File: src/rtl/parity_pkg.sv
// -----------------------------------------------------------------------------
// parity_pkg
// Shared definitions for the 2-D parity receive stage: frame geometry, result
// status encodings, the receive FSM state type and small one-hot helpers used
// by the syndrome classifier.
// Build option: PARITY_CORRECT_EN (consumed by parity_syndrome / parity_frame_rx).
// -----------------------------------------------------------------------------
package parity_pkg;

  localparam int FRAME_LEN = 24;
  localparam int DATA_W    = 16;
  localparam int MAT_DIM   = 4;

  localparam logic [1:0] ST_OK        = 2'd0;
  localparam logic [1:0] ST_CORRECTED = 2'd1;
  localparam logic [1:0] ST_UNCORR    = 2'd2;
  localparam logic [1:0] ST_PBIT      = 2'd3;

  typedef enum logic [1:0] {
    S_IDLE  = 2'd0,
    S_SHIFT = 2'd1,
    S_CHECK = 2'd2
  } state_e;

  // True when exactly one bit of a 4-bit syndrome is set.
  function automatic logic is_onehot4(input logic [3:0] v);
    return (v != 4'd0) && ((v & (v - 4'd1)) == 4'd0);
  endfunction

  // Position of the set bit in a one-hot 4-bit syndrome (0 otherwise).
  function automatic logic [1:0] onehot4_idx(input logic [3:0] v);
    logic [1:0] idx;
    case (v)
      4'b0010: idx = 2'd1;
      4'b0100: idx = 2'd2;
      4'b1000: idx = 2'd3;
      default: idx = 2'd0;
    endcase
    return idx;
  endfunction

endpackage

File: src/rtl/parity_syndrome.sv
// -----------------------------------------------------------------------------
// parity_syndrome
// Purely combinational 2-D parity check of a 4x4 data matrix.
// Ports:
//   i_data     [15:0] data word, row r = i_data[4r+3:4r]
//   i_row_par  [3:0]  received row parity P_r
//   i_col_par  [3:0]  received column parity P_c
//   o_row_syn  [3:0]  row syndrome (bit r set = row r mismatch)
//   o_col_syn  [3:0]  column syndrome (bit c set = column c mismatch)
//   o_err_pos  [3:0]  single data-error index 4r+c, else 0
//   o_status   [1:0]  ST_OK / ST_CORRECTED / ST_UNCORR / ST_PBIT
// Build option: PARITY_CORRECT_EN selects CORRECTED vs UNCORRECTABLE status
// for a single data-bit error.
// -----------------------------------------------------------------------------
module parity_syndrome
  import parity_pkg::*;
(
  input  logic [15:0] i_data,
  input  logic [3:0]  i_row_par,
  input  logic [3:0]  i_col_par,
  output logic [3:0]  o_row_syn,
  output logic [3:0]  o_col_syn,
  output logic [3:0]  o_err_pos,
  output logic [1:0]  o_status
);

  logic w_row_one;
  logic w_col_one;

  // Recompute even parity per row and per column and fold in the received bits.
  always_comb begin
    o_row_syn = 4'd0;
    o_col_syn = 4'd0;
    for (int r = 0; r < MAT_DIM; r++) begin
      o_row_syn[r] = (^i_data[4*r +: 4]) ^ i_row_par[r];
    end
    for (int c = 0; c < MAT_DIM; c++) begin
      o_col_syn[c] = i_data[c] ^ i_data[c+4] ^ i_data[c+8] ^ i_data[c+12] ^ i_col_par[c];
    end
  end

  assign w_row_one = is_onehot4(o_row_syn);
  assign w_col_one = is_onehot4(o_col_syn);

  // Classify the syndrome pair; a crossing of one row and one column pins a data bit.
  always_comb begin
    o_err_pos = 4'd0;
    o_status  = ST_OK;
    if ((o_row_syn == 4'd0) && (o_col_syn == 4'd0)) begin
      o_status = ST_OK;
    end else if (w_row_one && w_col_one) begin
      o_err_pos = {onehot4_idx(o_row_syn), onehot4_idx(o_col_syn)};
`ifdef PARITY_CORRECT_EN
      o_status  = ST_CORRECTED;
`else
      o_status  = ST_UNCORR;
`endif
    end else if ((w_row_one && (o_col_syn == 4'd0)) || (w_col_one && (o_row_syn == 4'd0))) begin
      o_status = ST_PBIT;
    end else begin
      o_status = ST_UNCORR;
    end
  end

endmodule

File: src/rtl/parity_frame_rx.sv
// -----------------------------------------------------------------------------
// parity_frame_rx
// Serial receiver for 24-bit 2-D parity frames (16 data + 4 row + 4 column
// parity bits, LSB first). Produces a one-cycle result strobe with the data
// word, syndromes, error position and status, plus a saturating count of
// frames with a non-OK status.
// Ports:
//   clk, rst_n        clock, asynchronous active-low reset
//   bit_in, bit_vld   serial bit and its qualifier
//   sof               frame start, meaningful only with bit_vld
//   busy              frame being shifted or checked
//   out_valid         one-cycle result strobe
//   data_out[15:0]    received word (corrected when enabled)
//   row_syn, col_syn  4-bit row/column syndromes
//   err_pos[3:0]      single data-error index 4r+c, else 0
//   status[1:0]       0 OK, 1 CORRECTED, 2 UNCORRECTABLE, 3 PARITY_BIT_ERR
//   err_cnt           saturating count of frames with status != 0
// Build option: PARITY_CORRECT_EN -- when defined a single data-bit error is
// inverted back in data_out; when undefined no correction logic is built.
// -----------------------------------------------------------------------------
module parity_frame_rx
  import parity_pkg::*;
#(
  parameter int ERR_CNT_W = 8
) (
  input  logic                 clk,
  input  logic                 rst_n,
  input  logic                 bit_in,
  input  logic                 bit_vld,
  input  logic                 sof,
  output logic                 busy,
  output logic                 out_valid,
  output logic [15:0]          data_out,
  output logic [3:0]           row_syn,
  output logic [3:0]           col_syn,
  output logic [3:0]           err_pos,
  output logic [1:0]           status,
  output logic [ERR_CNT_W-1:0] err_cnt
);

  localparam logic [4:0] LAST_BIT = 5'(FRAME_LEN - 1);

  state_e                 r_state;
  logic [4:0]             r_bit_cnt;
  logic [23:0]            r_frame;
  logic                   r_busy;
  logic                   r_out_valid;
  logic [15:0]            r_data_out;
  logic [3:0]             r_row_syn;
  logic [3:0]             r_col_syn;
  logic [3:0]             r_err_pos;
  logic [1:0]             r_status;
  logic [ERR_CNT_W-1:0]   r_err_cnt;

  logic [3:0]             w_row_syn;
  logic [3:0]             w_col_syn;
  logic [3:0]             w_err_pos;
  logic [1:0]             w_status;
  logic [15:0]            w_data_fix;
  logic [23:0]            w_frame_shift;

  // Bits enter at the top so frame bit 0 ends up at r_frame[0] after 24 shifts.
  assign w_frame_shift = {bit_in, r_frame[23:1]};

  parity_syndrome u_syndrome (
    .i_data    (r_frame[15:0]),
    .i_row_par (r_frame[19:16]),
    .i_col_par (r_frame[23:20]),
    .o_row_syn (w_row_syn),
    .o_col_syn (w_col_syn),
    .o_err_pos (w_err_pos),
    .o_status  (w_status)
  );

`ifdef PARITY_CORRECT_EN
  // Flip the located data bit back when the classifier reports a correctable error.
  always_comb begin
    w_data_fix = r_frame[15:0];
    if (w_status == ST_CORRECTED) begin
      w_data_fix = r_frame[15:0] ^ (16'd1 << w_err_pos);
    end else begin
      w_data_fix = r_frame[15:0];
    end
  end
`else
  // No correction path: the received word is passed through as-is.
  always_comb begin
    w_data_fix = r_frame[15:0];
  end
`endif

  // Receive FSM, bit counter and shift register; sof in SHIFT restarts the frame.
  always_ff @(posedge clk or negedge rst_n) begin
    if (!rst_n) begin
      r_state   <= S_IDLE;
      r_bit_cnt <= 5'd0;
      r_frame   <= 24'd0;
      r_busy    <= 1'b0;
    end else begin
      case (r_state)
        S_IDLE: begin
          if (bit_vld && sof) begin
            r_frame   <= w_frame_shift;
            r_bit_cnt <= 5'd1;
            r_busy    <= 1'b1;
            r_state   <= S_SHIFT;
          end
        end
        S_SHIFT: begin
          if (bit_vld) begin
            r_frame <= w_frame_shift;
            if (sof) begin
              r_bit_cnt <= 5'd1;
            end else if (r_bit_cnt == LAST_BIT) begin
              r_bit_cnt <= 5'd0;
              r_state   <= S_CHECK;
            end else begin
              r_bit_cnt <= r_bit_cnt + 5'd1;
            end
          end
        end
        S_CHECK: begin
          r_busy  <= 1'b0;
          r_state <= S_IDLE;
        end
        default: begin
          r_bit_cnt <= 5'd0;
          r_busy    <= 1'b0;
          r_state   <= S_IDLE;
        end
      endcase
    end
  end

  // Result registers and saturating error counter, loaded on the CHECK cycle.
  always_ff @(posedge clk or negedge rst_n) begin
    if (!rst_n) begin
      r_out_valid <= 1'b0;
      r_data_out  <= 16'd0;
      r_row_syn   <= 4'd0;
      r_col_syn   <= 4'd0;
      r_err_pos   <= 4'd0;
      r_status    <= ST_OK;
      r_err_cnt   <= {ERR_CNT_W{1'b0}};
    end else begin
      r_out_valid <= (r_state == S_CHECK);
      if (r_state == S_CHECK) begin
        r_data_out <= w_data_fix;
        r_row_syn  <= w_row_syn;
        r_col_syn  <= w_col_syn;
        r_err_pos  <= w_err_pos;
        r_status   <= w_status;
        if ((w_status != ST_OK) && !(&r_err_cnt)) begin
          r_err_cnt <= r_err_cnt + ERR_CNT_W'(1);
        end
      end
    end
  end

  assign busy      = r_busy;
  assign out_valid = r_out_valid;
  assign data_out  = r_data_out;
  assign row_syn   = r_row_syn;
  assign col_syn   = r_col_syn;
  assign err_pos   = r_err_pos;
  assign status    = r_status;
  assign err_cnt   = r_err_cnt;

endmodule

File: config.mk
export PLATFORM = sky130hd
export DESIGN_NAME = parity_frame_rx
export DESIGN_NICKNAME = d
export VERILOG_FILES = /design/src/rtl/parity_pkg.sv /design/src/rtl/parity_syndrome.sv /design/src/rtl/parity_frame_rx.sv
export SDC_FILE = /design/constraint.sdc
export NUM_CORES = 1
export LEC_CHECK = 0
export ABC_AREA = 1
export BUFFER_PORTS_ARGS = -buffer_cell sky130_fd_sc_hd__buf_2
export CORE_MARGIN = 2
export CORE_UTILIZATION = 63
export DETAILED_ROUTE_END_ITERATION = 12
export GPL_TIMING_DRIVEN = 0
export PLACE_DENSITY = 0.82
export SYNTH_ARGS = -nofsm -noshare
export SYNTH_HDL_FRONTEND = slang
export SYNTH_HIERARCHICAL = 1
export SYNTH_SLANG_ARGS = --single-unit
File: constraint.sdc
create_clock -name clk -period 5.4 [get_ports clk]
set_input_delay 0.81 -clock clk [delete_from_list [all_inputs] [get_ports clk]]
set_output_delay 0.81 -clock clk [all_outputs]
set_load 0.005 [all_outputs]
-- After elaboration in Yosys (flattened, before gate mapping)
Cells that the tools add are included.
- bits in read-only memories: 0
- memories: 0
- memory bits (writable): 0
- bits in registers: 71
- output and inout port bits: 40
- bits in latches: 0
- order comparisons: 0
- shifts and indexed selects: 0
- add/subtract/negate cells: 4
- multiply operators: 0
- reductions and logical operators: 29
- muxes and demuxes: 22
- equality and inequality tests: 13
- divide/modulo/power cells: 0
- bitwise operators: 24
- operators by type and width (cell ; number):
    $mux 24 ; 2
    $pmux 24 s2 ; 1
    $mux 5 ; 4
    $xor 1x1->1 ; 20
    $logic_not 4->1 ; 4
    $reduce_xor 4->1 ; 4
    $pmux 5 s3 ; 1
    $mux 2 ; 6
    $pmux 2 s3 ; 2
    $add 8x1->8 const B ; 1
    $and 4x4->4 ; 2
    $eq 4x2->1 const B ; 2
    $eq 4x3->1 const B ; 2
    $eq 4x4->1 const B ; 2
    $logic_and 1x1->1 ; 8
    $mux 4 ; 2
    $ne 2x2->1 const B ; 4
    $reduce_and 8->1 ; 1
    $reduce_bool 4->1 ; 2
    $sub 4x1->4 const B ; 2
    $reduce_and 3->1 ; 2
    $add 5x1->5 const B ; 1
    $eq 5x5->1 const B ; 1
    $pmux 2 s2 ; 1
    other kinds (11) ; 15

-- Longest topological paths before layout
Gate-level depths: netlist of run 1.
- depth after elaboration: 16
- gate-level depth with buffers: 19
- mapped depth without buffers: 19

-- Cells and area by module
The synthesis of run 1 kept the hierarchy.
- modules (own cells, without submodules) (module ; area each (µm²) ; cells an instance ; sequential area each (µm²) ; instances):
    parity_frame_rx ; 3074.2 ; 347 ; 1776.7 ; 1
    parity_syndrome ; 732.0 ; 155 ; 0.0 ; 1

-- Worst setup path after synthesis of run 1
OpenSTA, ideal clock, no wires.
- path type: reg-to-reg
- start point: reg r_frame[8]
- end point: reg r_err_cnt[0] (netlist: err_cnt[0])
- library setup time: 0.125 ns
- clock period less this slack: 1.856 ns
- buffers on the path: 0
- stages on the path, launching flop included: 15
- slack: 3.544 ns
- data arrival time: 1.732 ns
- cell sequence: dfrtp_1 > or2_1 > nand3b_1 > nand2_1 > nand2_2 > nand2_2 > nor2_2 > nand3_2 > nand2_2 > nand2_1 > nand2_1 > inv_1 > a21oi_4 > nand2_4 > xnor2_1
- cells in the longest elaborated chain, start to end: 15
- RTL lines (element ; RTL line ; text):
    from (decl) ; parity_frame_rx.sv:45 ; logic [23:0] r_frame;
    from (signal assigned) ; parity_frame_rx.sv:103 ; r_frame <= w_frame_shift;
    from (signal assigned) ; parity_frame_rx.sv:111 ; r_frame <= w_frame_shift;
    $xor 1x1->1 * (3 in series) ; parity_syndrome.sv:38 ; o_col_syn[c] = i_data[c] ^ i_data[c+4] ^ i_data[c+8] ^ i_data[c+12] ^ i_col_par[c];
    net w_col_syn[0] ; parity_frame_rx.sv:56 ; logic [3:0] w_col_syn;
    $sub 4x1->4 ; parity_pkg.sv:27 ; return (v != 4'd0) && ((v & (v - 4'd1)) == 4'd0);
    $and 4x4->4 ; parity_pkg.sv:27 ;
    $logic_not 4->1 ; parity_pkg.sv:27 ;
    $logic_and 1x1->1 ; parity_pkg.sv:27 ;
    $logic_and 1x1->1 ; parity_syndrome.sv:58 ; end else if ((w_row_one && (o_col_syn == 4'd0)) || (w_col_one && (o_row_syn == 4'd0))) begin
    $logic_or 1x1->1 ; parity_syndrome.sv:58 ;
    $mux 1 ; parity_syndrome.sv:58 ;
    $mux 2 ; parity_syndrome.sv:51 ; end else if (w_row_one && w_col_one) begin
    $mux 2 * ; parity_syndrome.sv:49 ; if ((o_row_syn == 4'd0) && (o_col_syn == 4'd0)) begin
    net w_status[0] ; parity_frame_rx.sv:58 ; logic [1:0] w_status;
    $reduce_bool 2->1 * ; parity_frame_rx.sv:153 ; if ((w_status != ST_OK) && !(&r_err_cnt)) begin
    $logic_and 1x1->1 * ; parity_frame_rx.sv:153 ;
    $reduce_and 2->1 (no line) * ; -- ;
    to (signal assigned) ; parity_frame_rx.sv:144 ; r_err_cnt <= {ERR_CNT_W{1'b0}};
    to (signal assigned) ; parity_frame_rx.sv:154 ; r_err_cnt <= r_err_cnt + ERR_CNT_W'(1);
    to (decl) ; parity_frame_rx.sv:53 ; logic [ERR_CNT_W-1:0] r_err_cnt;
The timed path passes the listed nets; every way through them passes the cells marked *.
A chain may end at the register's enable or synchronous reset.

-- Worst setup path after layout of run 1
- start point: reg r_frame[3]
- end point: reg r_err_cnt[4] (netlist: err_cnt[4])
- cells in the longest elaborated chain, start to end: 16
- RTL lines (element ; RTL line):
    $xor 1x1->1 * (4 in series) ; parity_syndrome.sv:38
    net w_col_syn[3] ; parity_frame_rx.sv:56
    $sub 4x1->4 ; parity_pkg.sv:27
    $and 4x4->4 ; parity_pkg.sv:27
    $logic_not 4->1 ; parity_pkg.sv:27
    $logic_and 1x1->1 ; parity_pkg.sv:27
    $logic_and 1x1->1 ; parity_syndrome.sv:58
    $logic_or 1x1->1 ; parity_syndrome.sv:58
    $mux 1 ; parity_syndrome.sv:58
    $mux 2 ; parity_syndrome.sv:51
    $mux 2 * ; parity_syndrome.sv:49
    net w_status[0] ; parity_frame_rx.sv:58
    $reduce_bool 2->1 * ; parity_frame_rx.sv:153
    $logic_and 1x1->1 * ; parity_frame_rx.sv:153
    $reduce_and 2->1 (no line) * ; --
Marks and branches as above.

==> summary.md, run 1 <==
| Metric | Value |
|---|---|
| Root Buffer | clkbuf_8 |
| Relative slew slack | ~42% |
| Worst R2R Path Depth | 15 |
| Layout fillers | between 400 and 500 |
| Switching Fraction | between 40 and 50% |
| 1st-iter DRT viols | roughly 210 |
| CP Capture Type | register |
| Fmax | about 450 MHz |
| Final Instance Area | ~4300 um2 |
| Gr usage total | between 20% and 30% |
| Syn Nets | just over 500 |
| Core area | between 5000 and 6000 um2 |
| Synthesis Warnings | 6 |
| Most frequent cells in the layout | 224 x nand2_1, 71 x dfrtp_1, 50 x inv_1, 46 x buf_2, 26 x nand3_1 |
| Via count | approximately 3300 |
| Synthesis-to-layout area growth | 12.66% |
| HPWL after detailed placement | 5.793 mm |
| Crit path to | err_cnt[4]$_DFFE_PN0P_ |
| Later-pin clock latency in the skew report | 0.35 ns |
| Vias in the first global route | roughly 3100 |
| Total of max-cap violations | 0 |
| DRT Wirelength | just over 8 mm |
| Clock Sinks | a little over 70 |
| Die area | 6679 um2 |
| Layout cells sized above 1 | between 10% and 20% |
| Slack of the critical path | between 3 and 4 ns |
| Critical-path maximum fanout | 9 |
| CP Data Required Time | 5.69 ns |
| RSZ-0062 raised after global routing | false |
| Final setup fails | 0 |
| Final hold vios | 0 |
| Routability cong. | approximately 0.90 |
| Setup Total Neg Slack | 0 ns |
| Post-DRT Antenna Nets | 0 |
| N_diodes | 0 |
| Die Span X | between 80 and 90 um |
| Setup repair bufs after CTS | 0 |
| Gate power share | 52.8% |
| Row count | 28 |
| Initial Util | between 60 and 70% |
| Initial antenna violation count | 0 |
| Crit path launch | r_frame[3]$_DFFE_PN0P_ |
| Area post-placement | 4123 um2 |
| TritonCTS Buffers | 9 |
| Worst Skew | roughly 0.0088 ns |
| WL/cell | around 13 um |
| Worst path arrival time | 2.51 ns |
| Measured slew at the worst slew-check pin | slightly below 0.9 ns |
| Mean Syn Cell Area | approximately 7.6 um2 |
| Max H-tree Level | 3 |
| CTS tree | yes |
| Die Span Y | 81.73 um |
| First-pass GRT wire length | around 14 mm |
| Post-CTS Hold Fix Bufs | 0 |
| DRC Markers | 0 |
| LEAKAGE | around 2.4 nW |
| Post-route minimum period | roughly 2.2 ns |
| Clock slew seen by the registers of the worst setup and hold paths | about 0.070 ns |
| Reg2reg end | err_cnt[4]$_DFFE_PN0P_ |
| Total power | approximately 2.6 mW |
| Top cell type's share of synthesized area | a little under half |
| Pre-Repair DR Iteration Count | 5 |
| Net Switching | 1.266 mW |
| Pwr dens | 614.7 nW/um2 |
| Fin crit share | 41.11% |
| Peak supply drop | ~0.00036 V |
| Yosys reg bits | 71 |
| Synthesized cell area | 3806 um2 |
| Sequential share of the synthesized area | 46.68% |
| Critical R2R Launch | r_frame[3]$_DFFE_PN0P_ |
| Largest net degree at the start of global routing | 72 |
| Status | complete, no violations |
| Commonest non-fill, non-tap cell in the layout | nand2_1 |
| Mapped Cells | around 500 |
| Flop2flop setup slack | 3.18 ns |
| Layout Nets | between 500 and 600 |
| Post-cts sizing count | 0 |
| Path type of the worst min-delay path | register to register |
| Class of the most critical setup path | register to register |
| Ranking of synthesized cells by area | dfrtp_1 47%, nand2_1 22%, inv_1 4.9%, nand3_1 3.4%, o21ai_0 3.0% |
| P_int | between 1 and 1.5 mW |
| Startpoint Class | register |
| Final slew viol count | 0 |
| Clk buf depth | 2 |
| Drt via density | approximately 5.2 |
| Reg power frac | between 30% and 40% |
| Clock power frac | 14.2% |
| Synth area leader | dfrtp_1 |
| Yosys cell types | 27 |
| DP Worst Slack | between 3 and 4 ns |
| # IOs | 45 |
| Buffers on Ports | 44 |
| Hold WS | 0.4784 ns |
| Grt ovf | 0 |
## worst max-delay path, stage by stage (launching register included)
cell and delay (ns):
dfrtp_1 0.43, xnor2_1 0.35, inv_1 0.10, nand3_1 0.09
nand2_1 0.11, nor2_1 0.14, nand3_2 0.09, nand2_2 0.09
nand2_1 0.05, nand2_1 0.08, inv_1 0.08, a21oi_4 0.19
nand2_4 0.12, inv_2 0.12, nand2_1 0.06, nand2_1 0.06
## flip-flops by register name, summed over array words and instances (netlist names)
signal,cells
col_syn,4
out_valid,1
err_cnt,8
r_state,2
err_pos,4
row_syn,4
busy,1
data_out,16
status,2
r_frame,24
r_bit_cnt,5
## per-stage QoR
stage | utilization [%] | std cells
floorplan | - | 502
global placement | 70.00 | 621
detailed placement | 70.05 | 621
CTS | 72.85 | 636
global route | 72.85 | 636
finish | 72.85 | 636
## per-layer routing
layer	global-route usage (%)	wire [um]
met2	47.32	4012
met4	11.67	157
met5	0	0
met1	33.41	3702
met3	4.835	330
## kinds of logic (layout without fill, tap and decap cells)
group                      after synthesis  in the layout  share of synthesized area, %
adders and majority gates                2              2                        0.6574
and+or+nand+nor                        312            312                         35.08
buffers and inverters                   63            122                         7.626
DFF                                     71             71                         46.68
xor gates and xnor gates                15             15                         3.452
AOI/OAI and AO/OA                       39             39                         6.509
## synthesized netlist by cell type
library cell  number
nor2_2             3
nand3_1           26
buf_12             1
nand2_2           15
nand3_2            2
inv_2              3
xnor2_1            9
nand4_1            2
or2_1              1
dfrtp_1           71
buf_6              4
o21ai_2           11
buf_4              1
a21oi_4            1
nor2_4             2
o21ai_1            4
inv_1             50
buf_2              3
o21ai_0           23
xor2_1             6
nand2_1          224
clkbuf_1           1
nand3b_1           8
nand2_4            2
nor3_1             5
ha_1               2
nor2_1            22
## final cells by class
class	instances	area, um2	area share, %
sequential	71	1777	41.44
multi-input combinational	368	1739	40.56
timing repair buffer	44	222.7	5.194
inverter	53	198.9	4.640
clock buffer	12	145.1	3.385
tap	75	93.84	2.189
buffer	10	91.34	2.130
clock inverter	3	20.02	0.4669
## power by group through the flow
stage	Clock [mW]	Sequential [mW]	Combinational, mW
2_1_floorplan	0	0.841	1.07
3_3_place_gp	0	0.868	1.31
3_5_place_dp	0	0.876	1.36
4_1_cts	0.377	0.869	1.38
5_1_grt	0.401	0.893	1.60
6_report	0.373	0.870	1.39
## how the worst min path moves through the flow
stage | start | to | slack, ns | cells past startpoint
3_3_place_gp | col_syn[1]$_DFFE_PN0P_ | col_syn[1]$_DFFE_PN0P_ | 0.46 | 2
3_5_place_dp | err_pos[2]$_DFFE_PN0P_ | err_pos[2]$_DFFE_PN0P_ | 0.46 | 2
2_1_floorplan | r_bit_cnt[4]$_DFFE_PN0P_ | r_bit_cnt[4]$_DFFE_PN0P_ | 0.46 | 2
6_report | err_pos[0]$_DFFE_PN0P_ | err_pos[0]$_DFFE_PN0P_ | 0.48 | 2
4_1_cts | err_pos[2]$_DFFE_PN0P_ | err_pos[2]$_DFFE_PN0P_ | 0.48 | 2
5_1_grt | row_syn[0]$_DFFE_PN0P_ | row_syn[0]$_DFFE_PN0P_ | 0.50 | 2
(Power assumes the default switching activity.)
==> run 2, diff against run 1 <==
--- a/config.mk
+++ b/config.mk
@@ -8,10 +8,10 @@
 export ABC_AREA = 1
 export BUFFER_PORTS_ARGS = -buffer_cell sky130_fd_sc_hd__buf_2
 export CORE_MARGIN = 2
-export CORE_UTILIZATION = 63
+export CORE_UTILIZATION = 53
 export DETAILED_ROUTE_END_ITERATION = 12
 export GPL_TIMING_DRIVEN = 0
-export PLACE_DENSITY = 0.82
+export PLACE_DENSITY = 0.73
 export SYNTH_ARGS = -nofsm -noshare
 export SYNTH_HDL_FRONTEND = slang
 export SYNTH_HIERARCHICAL = 1
==> constraint.sdc (replaced) <==
create_clock -name clk -period 1.85 [get_ports clk]
set_input_delay 0.2775 -clock clk [delete_from_list [all_inputs] [get_ports clk]]
set_output_delay 0.2775 -clock clk [all_outputs]
set_load 0.005 [all_outputs]
==> run 2 against run 1 <==
Design area grew 6.4%; largest cell class is now multi-input combinational cells; the run now ends with negative setup slack left; maximum frequency grew 4.9%; die area grew 18%; first-iteration DRC count shrank 8.9%; flip-flop and latch count is the same; global-route usage shrank 3.9 points; clock-buffer cell count grew 1; hold slack lost 0.44 ns; clock power grew to 3.3 times the previous value; cell count grew 6.1%; power grew to 3.2 times the previous value.
==> summary.md, run 2 (synthesis results as in run 1) <==
| Metric | Value |
|---|---|
| Status | finished, violations left |
| Failing checks | negative setup slack |
| Vias in the first global route | 3159 |
| Row count | 30 |
| Fmax | 472.5 MHz |
| Root Buffer | clkbuf_8 |
| Dpl cells | roughly 640 |
| DRC Markers | 0 |
| Measured slew at the worst slew-check pin | roughly 0.88 ns |
| Fin crit share | 114.4% |
| Synthesis-to-layout area growth | 19.82% |
| Drt via density | approximately 5.0 |
| Max H-tree Level | 3 |
| Worst R2R Path Depth | 16 |
| Total power | 8.413 mW |
| Initial antenna violation count | 0 |
| 1st-iter DRT viols | around 200 |
| Most frequent cells in the layout | 212 x nand2_1, 62 x dfrtp_1, 46 x buf_2, 45 x inv_1, 28 x nand2_2 |
| Worst path arrival time | ~2.4 ns |
| Later-pin clock latency in the skew report | ~0.35 ns |
| Layout Nets | between 500 and 600 |
| Reg2reg end | err_cnt[7]$_DFFE_PN0P_ |
| Max reg flops | 24 |
| Final hold vios | 0 |
| Worst Skew | around 0.0074 ns |
| Pwr dens | 1845 nW/um2 |
| Via count | between 3000 and 4000 |
| Die Span X | approximately 89 um |
| Clock Sinks | 71 |
| Setup Total Neg Slack | -2.045 ns |
| Pre-Repair DR Iteration Count | 5 |
| WL/cell | roughly 13 um |
| Layout cells sized above 1 | a little over a quarter |
| Flop2flop setup slack | -0.27 ns |
| N_diodes | 0 |
| Commonest non-fill, non-tap cell in the layout | nand2_1 |
| Final slew viol count | 0 |
| Largest net degree at the start of global routing | 72 |
| CTS tree | yes |
| Post-DRT Antenna Nets | 0 |
| CP Data Required Time | 2.15 ns |
| Die Span Y | around 89 um |
| Post-route minimum period | around 2.1 ns |
| Peak supply drop | 0.0007666 V |
| Non-filler cells, final | between 600 and 700 |
| RSZ-0062 raised after global routing | true |
| Routability cong. | 0.8531 |
| Class of the most critical setup path | register to register |
| DP Worst Slack | -0.2702 ns |
| Die area | 7876 um2 |
| Critical-path maximum fanout | 5 |
| CP Capture Type | register |
| Startpoint Class | register |
| Relative slew slack | 41.12% |
| HPWL after detailed placement | ~5.9 mm |
| Initial Util | around 55% |
| Slack of the critical path | -0.2665 ns |
| Total of max-cap violations | 0 |
| LEAKAGE | 2.500 nW |
| Gr usage total | a little under a quarter |
| Top reg by flops | r_frame |
| Clk buf depth | 2 |
| Post-CTS Hold Fix Bufs | 0 |
| TritonCTS Buffers | 9 |
| Final setup fails | 8 |
| Grt ovf | 0 |
| Hold WS | ~0.04 ns |
| Crit path launch | r_frame[8]$_DFFE_PN0P_ |
| Crit path to | err_cnt[7]$_DFFE_PN0P_ |
| Buffers on Ports | 44 |
| DRT Wirelength | around 8.6 mm |
| Path type of the worst min-delay path | input port to async pin |
| # IOs | 45 |
| Critical R2R Launch | r_frame[8]$_DFFE_PN0P_ |
| Core area | between 6000 and 7000 um2 |
| Clock slew seen by the registers of the worst setup and hold paths | about 0.070 ns |
| First-pass GRT wire length | 14.13 mm |
[run 2: cell types whose count changed in the layout (fill, tap and decap cells not counted), sizes merged]
cell	previous run	this run
buf	53	69
bufinv	0	1
clkbuf	13	14
clkinvlp	2	1
nand2	241	242
[run 2: final cells by class]
class                      instances  area, um2
buffer                            10      91.34
clock buffer                      13      148.9
clock inverter                     3      42.54
fill                             610       2308
inverter                          53      201.4
multi-input combinational        369       1826
sequential                        71       1788
tap                               96      120.1
timing repair buffer              60      342.8
[run 2: worst min path at each step]
stage / to / slack, ns
finish: data_out[8]$_DFFE_PN0P_ / 0.04
global route: data_out[9]$_DFFE_PN0P_ / 0.13
CTS: data_out[6]$_DFFE_PN0P_ / 0.08
detailed placement: r_frame[23]$_DFFE_PN0P_ / 0.46
global placement: col_syn[0]$_DFFE_PN0P_ / 0.46
floorplan: busy$_DFFE_PN0P_ / -0.02
[run 2: repair_timing]
action                                  CTS  global route
pin swaps                                 0            14
cloned                                    0             1
endpoints found under the setup margin    8            14
resized for setup                         9            27
buffers inserted                          2            14
[run 2: report_power, final]
part / internal, mW / switching (mW)
combinational: 1.78 / 2.82
clock: 0.659 / 0.573
sequential: 2.04 / 0.543
total: 4.48 / 3.94
[run 2: metal layers]
| layer | vias up | GRT usage, % | wire length [um] |
|---|---|---|---|
| met5 | - | 0 | 0 |
| met4 | 0 | 8.678 | 170 |
| met3 | 15 | 6.250 | 477 |
| met2 | 73 | 37.99 | 4246 |
| met1 | 1618 | 29.99 | 3733 |
| li1 | 1695 | - | - |
[run 2: stage by stage]
step	area, um2	utilization, %
floorplan	3806	-
detailed placement	4149	60.40
global placement	4146	60.36
CTS	4382	63.79
finish	4561	66.39
global route	4561	66.39
[run 2: critical path, cell delays in order (launching register included)]
cell and delay, ns:
dfrtp_2 0.46, or2_1 0.26, nand2_1 0.07, nand2_1 0.07, nand3_1 0.13, nand2_2 0.10, nor2_2 0.10, nand3_2 0.08
nand2_2 0.09, nand2_1 0.05, nand2_1 0.07, inv_2 0.05, a21oi_4 0.21, nand2_4 0.11, inv_4 0.08, nand2_1 0.06
nand2_1 0.05
==> run 3, diff against run 2 <==
--- a/config.mk
+++ b/config.mk
@@ -7,11 +7,13 @@
 export LEC_CHECK = 0
 export ABC_AREA = 1
 export BUFFER_PORTS_ARGS = -buffer_cell sky130_fd_sc_hd__buf_2
+export CELL_PAD_IN_SITES_DETAIL_PLACEMENT = 1
+export CELL_PAD_IN_SITES_GLOBAL_PLACEMENT = 1
 export CORE_MARGIN = 2
-export CORE_UTILIZATION = 53
+export CORE_UTILIZATION = 46
 export DETAILED_ROUTE_END_ITERATION = 12
 export GPL_TIMING_DRIVEN = 0
-export PLACE_DENSITY = 0.73
+export PLACE_DENSITY = 0.82
 export SYNTH_ARGS = -nofsm -noshare
 export SYNTH_HDL_FRONTEND = slang
 export SYNTH_HIERARCHICAL = 1
==> constraint.sdc (replaced) <==
create_clock -name clk -period 2.49 [get_ports clk]
set_input_delay 0.3735 -clock clk [delete_from_list [all_inputs] [get_ports clk]]
set_output_delay 0.3735 -clock clk [all_outputs]
set_load 0.005 [all_outputs]
==> run 3 against run 2 <==
The run now ends clean; flip-flop and latch count did not move; non-clock buffer count down 16; die area grew 14%; worst setup slack gained 0.48 ns; largest cell class is now registers; maximum frequency is 7.2% lower; clock-buffer cell count down 4; wire length increased by 12%; power is 29% lower; clock power is 23% lower; hold slack better by 0.080 ns; first-iteration DRC count decreased by 38%.
==> summary.md, run 3 (synthesis results as in run 1) <==
| Metric | Value |
|---|---|
| Status | complete, no violations |
| Relative slew slack | between 40% and 50% |
| Startpoint Class | register |
| Worst Skew | about 0.018 ns |
| Reg power frac | between 30% and 40% |
| Clock slew seen by the registers of the worst setup and hold paths | 0.09 ns |
| Critical-path maximum fanout | 9 |
| Path type of the worst min-delay path | input port to async pin |
| Die area | approximately 9000 um2 |
| # IOs | between 40 and 50 |
| Setup Total Neg Slack | 0 ns |
| Fmax | roughly 440 MHz |
| Net Switching | ~3 mW |
| LEAKAGE | approximately 2.4 nW |
| Die Span Y | about 95 um |
| Layout Nets | 564 |
| TritonCTS Buffers | 9 |
| Grt ovf | 0 |
| CP Data Required Time | between 2 and 3 ns |
| Vias in the first global route | about 3600 |
| N_diodes | 0 |
| Final hold vios | 0 |
| Largest net degree at the start of global routing | 72 |
| Core area | between 8000 and 9000 um2 |
| Gate power share | 52.2% |
| Die Span X | 94.96 um |
| Later-pin clock latency in the skew report | approximately 0.36 ns |
| WL met3 | between 200 and 300 um |
| Buffers on Ports | 44 |
| Measured slew at the worst slew-check pin | 0.8877 ns |
| Setup repair bufs after CTS | 0 |
| Pre-Repair DR Iteration Count | 4 |
| Layout cells sized above 1 | 20.82% |
| Total of max-cap violations | 0 |
| Wl on met1 | ~4.2 mm |
| DRT Wirelength | slightly below 10 mm |
| HPWL after detailed placement | around 7.2 mm |
| Initial Util | ~47% |
| Commonest non-fill, non-tap cell in the layout | nand2_1 |
| Uppermost layer routed | met4 |
| Peak supply drop | around 0.00043 V |
| Pwr dens | ~1400 nW/um2 |
| First-pass GRT wire length | between 15 and 20 mm |
| Total power | between 6 and 7 mW |
| 1st-iter DRT viols | 120 |
| Max reg flops | 24 |
| Post-DRT Antenna Nets | 0 |
| Clock Sinks | 71 |
| Switching Fraction | slightly below 50% |
| Worst path arrival time | 2.58 ns |
| Top reg by flops | r_frame |
| Max H-tree Level | 3 |
| Final slew viol count | 0 |
| Drt via density | 5.085 |
| Most frequent cells in the layout | 224 x nand2_1, 64 x dfrtp_1, 50 x inv_1, 46 x buf_2, 26 x nand3_1 |
| Gr usage total | approximately a quarter |
| Clock power frac | 15.8% |
| Routability cong. | approximately 0.82 |
| Fin crit share | 91.63% |
| Met2 routed WL | 5.073 mm |
| Via count | ~3400 |
| P_int | between 3 and 4 mW |
| Class of the most critical setup path | register to register |
| Row count | 33 |
| Root Buffer | clkbuf_8 |
| Layout fillers | between 1000 and 1500 |
| CP Capture Type | register |
| Clk buf depth | 2 |
| RSZ-0062 raised after global routing | false |
| CTS tree | yes |
| Synthesis-to-layout area growth | 14.96% |
| Post-route minimum period | 2.281 ns |
| Post-CTS Hold Fix Bufs | 0 |
| WL/cell | around 15 um |
| Initial antenna violation count | 0 |
| DRC Markers | 0 |
| Final setup fails | 0 |
## run 3: changes by cell type in the layout (fill, tap and decap cells not counted), moves of 4 or more
cell     delta
inv_2       -4
nand2_1    +12
inv_1       +5
buf_4      -16
nand2_2    -13
## run 3: power groups by stage
stage / Combinational (mW) / Clock [mW] / Sequential [mW]
2_1_floorplan: 2.32 / 0 / 1.82
3_3_place_gp: 2.92 / 0 / 1.89
3_5_place_dp: 3.10 / 0 / 1.92
4_1_cts: 3.13 / 0.968 / 1.90
5_1_grt: 3.61 / 1.01 / 1.97
6_report: 3.14 / 0.950 / 1.92
## run 3: worst paths after layout
| kind | depth (start not counted) | endpoint | slack [ns] | from |
|---|---|---|---|---|
| max reg2reg | 16 | err_cnt[4]$_DFFE_PN0P_ | 0.21 | r_frame[8]$_DFFE_PN0P_ |
| min | 1 | data_out[8]$_DFFE_PN0P_ | 0.12 | rst_n |
| max in group asynchronous | 1 | r_frame[15]$_DFFE_PN0P_ | 1.74 | rst_n |
| max | 16 | err_cnt[4]$_DFFE_PN0P_ | 0.21 | r_frame[8]$_DFFE_PN0P_ |
| min in group clk | 3 | r_frame[23]$_DFFE_PN0P_ | 0.23 | bit_in |
| min reg2reg | 2 | err_pos[1]$_DFFE_PN0P_ | 0.48 | err_pos[1]$_DFFE_PN0P_ |
## run 3: per-layer routing
layer | global-route usage, % | vias to the layer above
met4 | 8.696 | 0
met2 | 42.85 | 52
li1 | - | 1657
met1 | 28.14 | 1671
met5 | 0 | -
met3 | 4.230 | 12
## run 3: layout make-up
type | count | area [um2] | share of cell area [%]
timing repair buffer | 44 | 222.7 | 5.090
clock buffer | 9 | 123.9 | 2.831
tap | 105 | 131.4 | 3.003
buffer | 10 | 91.34 | 2.088
multi-input combinational | 368 | 1749 | 39.98
clock inverter | 7 | 72.57 | 1.659
sequential | 71 | 1785 | 40.81
inverter | 53 | 198.9 | 4.547
## run 3: what timing repair did
item | in CTS | in global routing
endpoints found under the setup margin | 0 | 7
endpoints found under the hold margin | 0 | 0
gates resized for setup | 0 | 9
## run 3: critical path: stages (launching register included)
cell,delay [ns]
dfrtp_2,0.49
or2_1,0.29
nand3b_1,0.14
nand2_1,0.09
nand2_2,0.07
nand2_2,0.08
nor2_2,0.10
nand3_2,0.09
nand2_2,0.09
nand2_1,0.05
nand2_1,0.10
inv_1,0.09
a21oi_4,0.19
nand2_4,0.12
inv_2,0.12
nand2_1,0.06
nand2_1,0.06
## run 3: per-stage QoR
step | util, % | cells | hold WS, ns | worst slack (ns) | cell area (um2)
2_1_floorplan | - | 502 | 0.07791 | 0.6338 | 3806
3_3_place_gp | 51.12 | 651 | 0.4595 | 0.3346 | 4158
3_5_place_dp | 51.15 | 651 | 0.4674 | 0.1876 | 4160
4_1_cts | 53.56 | 667 | 0.1708 | 0.1407 | 4357
5_1_grt | 53.79 | 667 | 0.1986 | 0.01917 | 4375
6_report | 53.79 | 667 | 0.1211 | 0.2085 | 4375
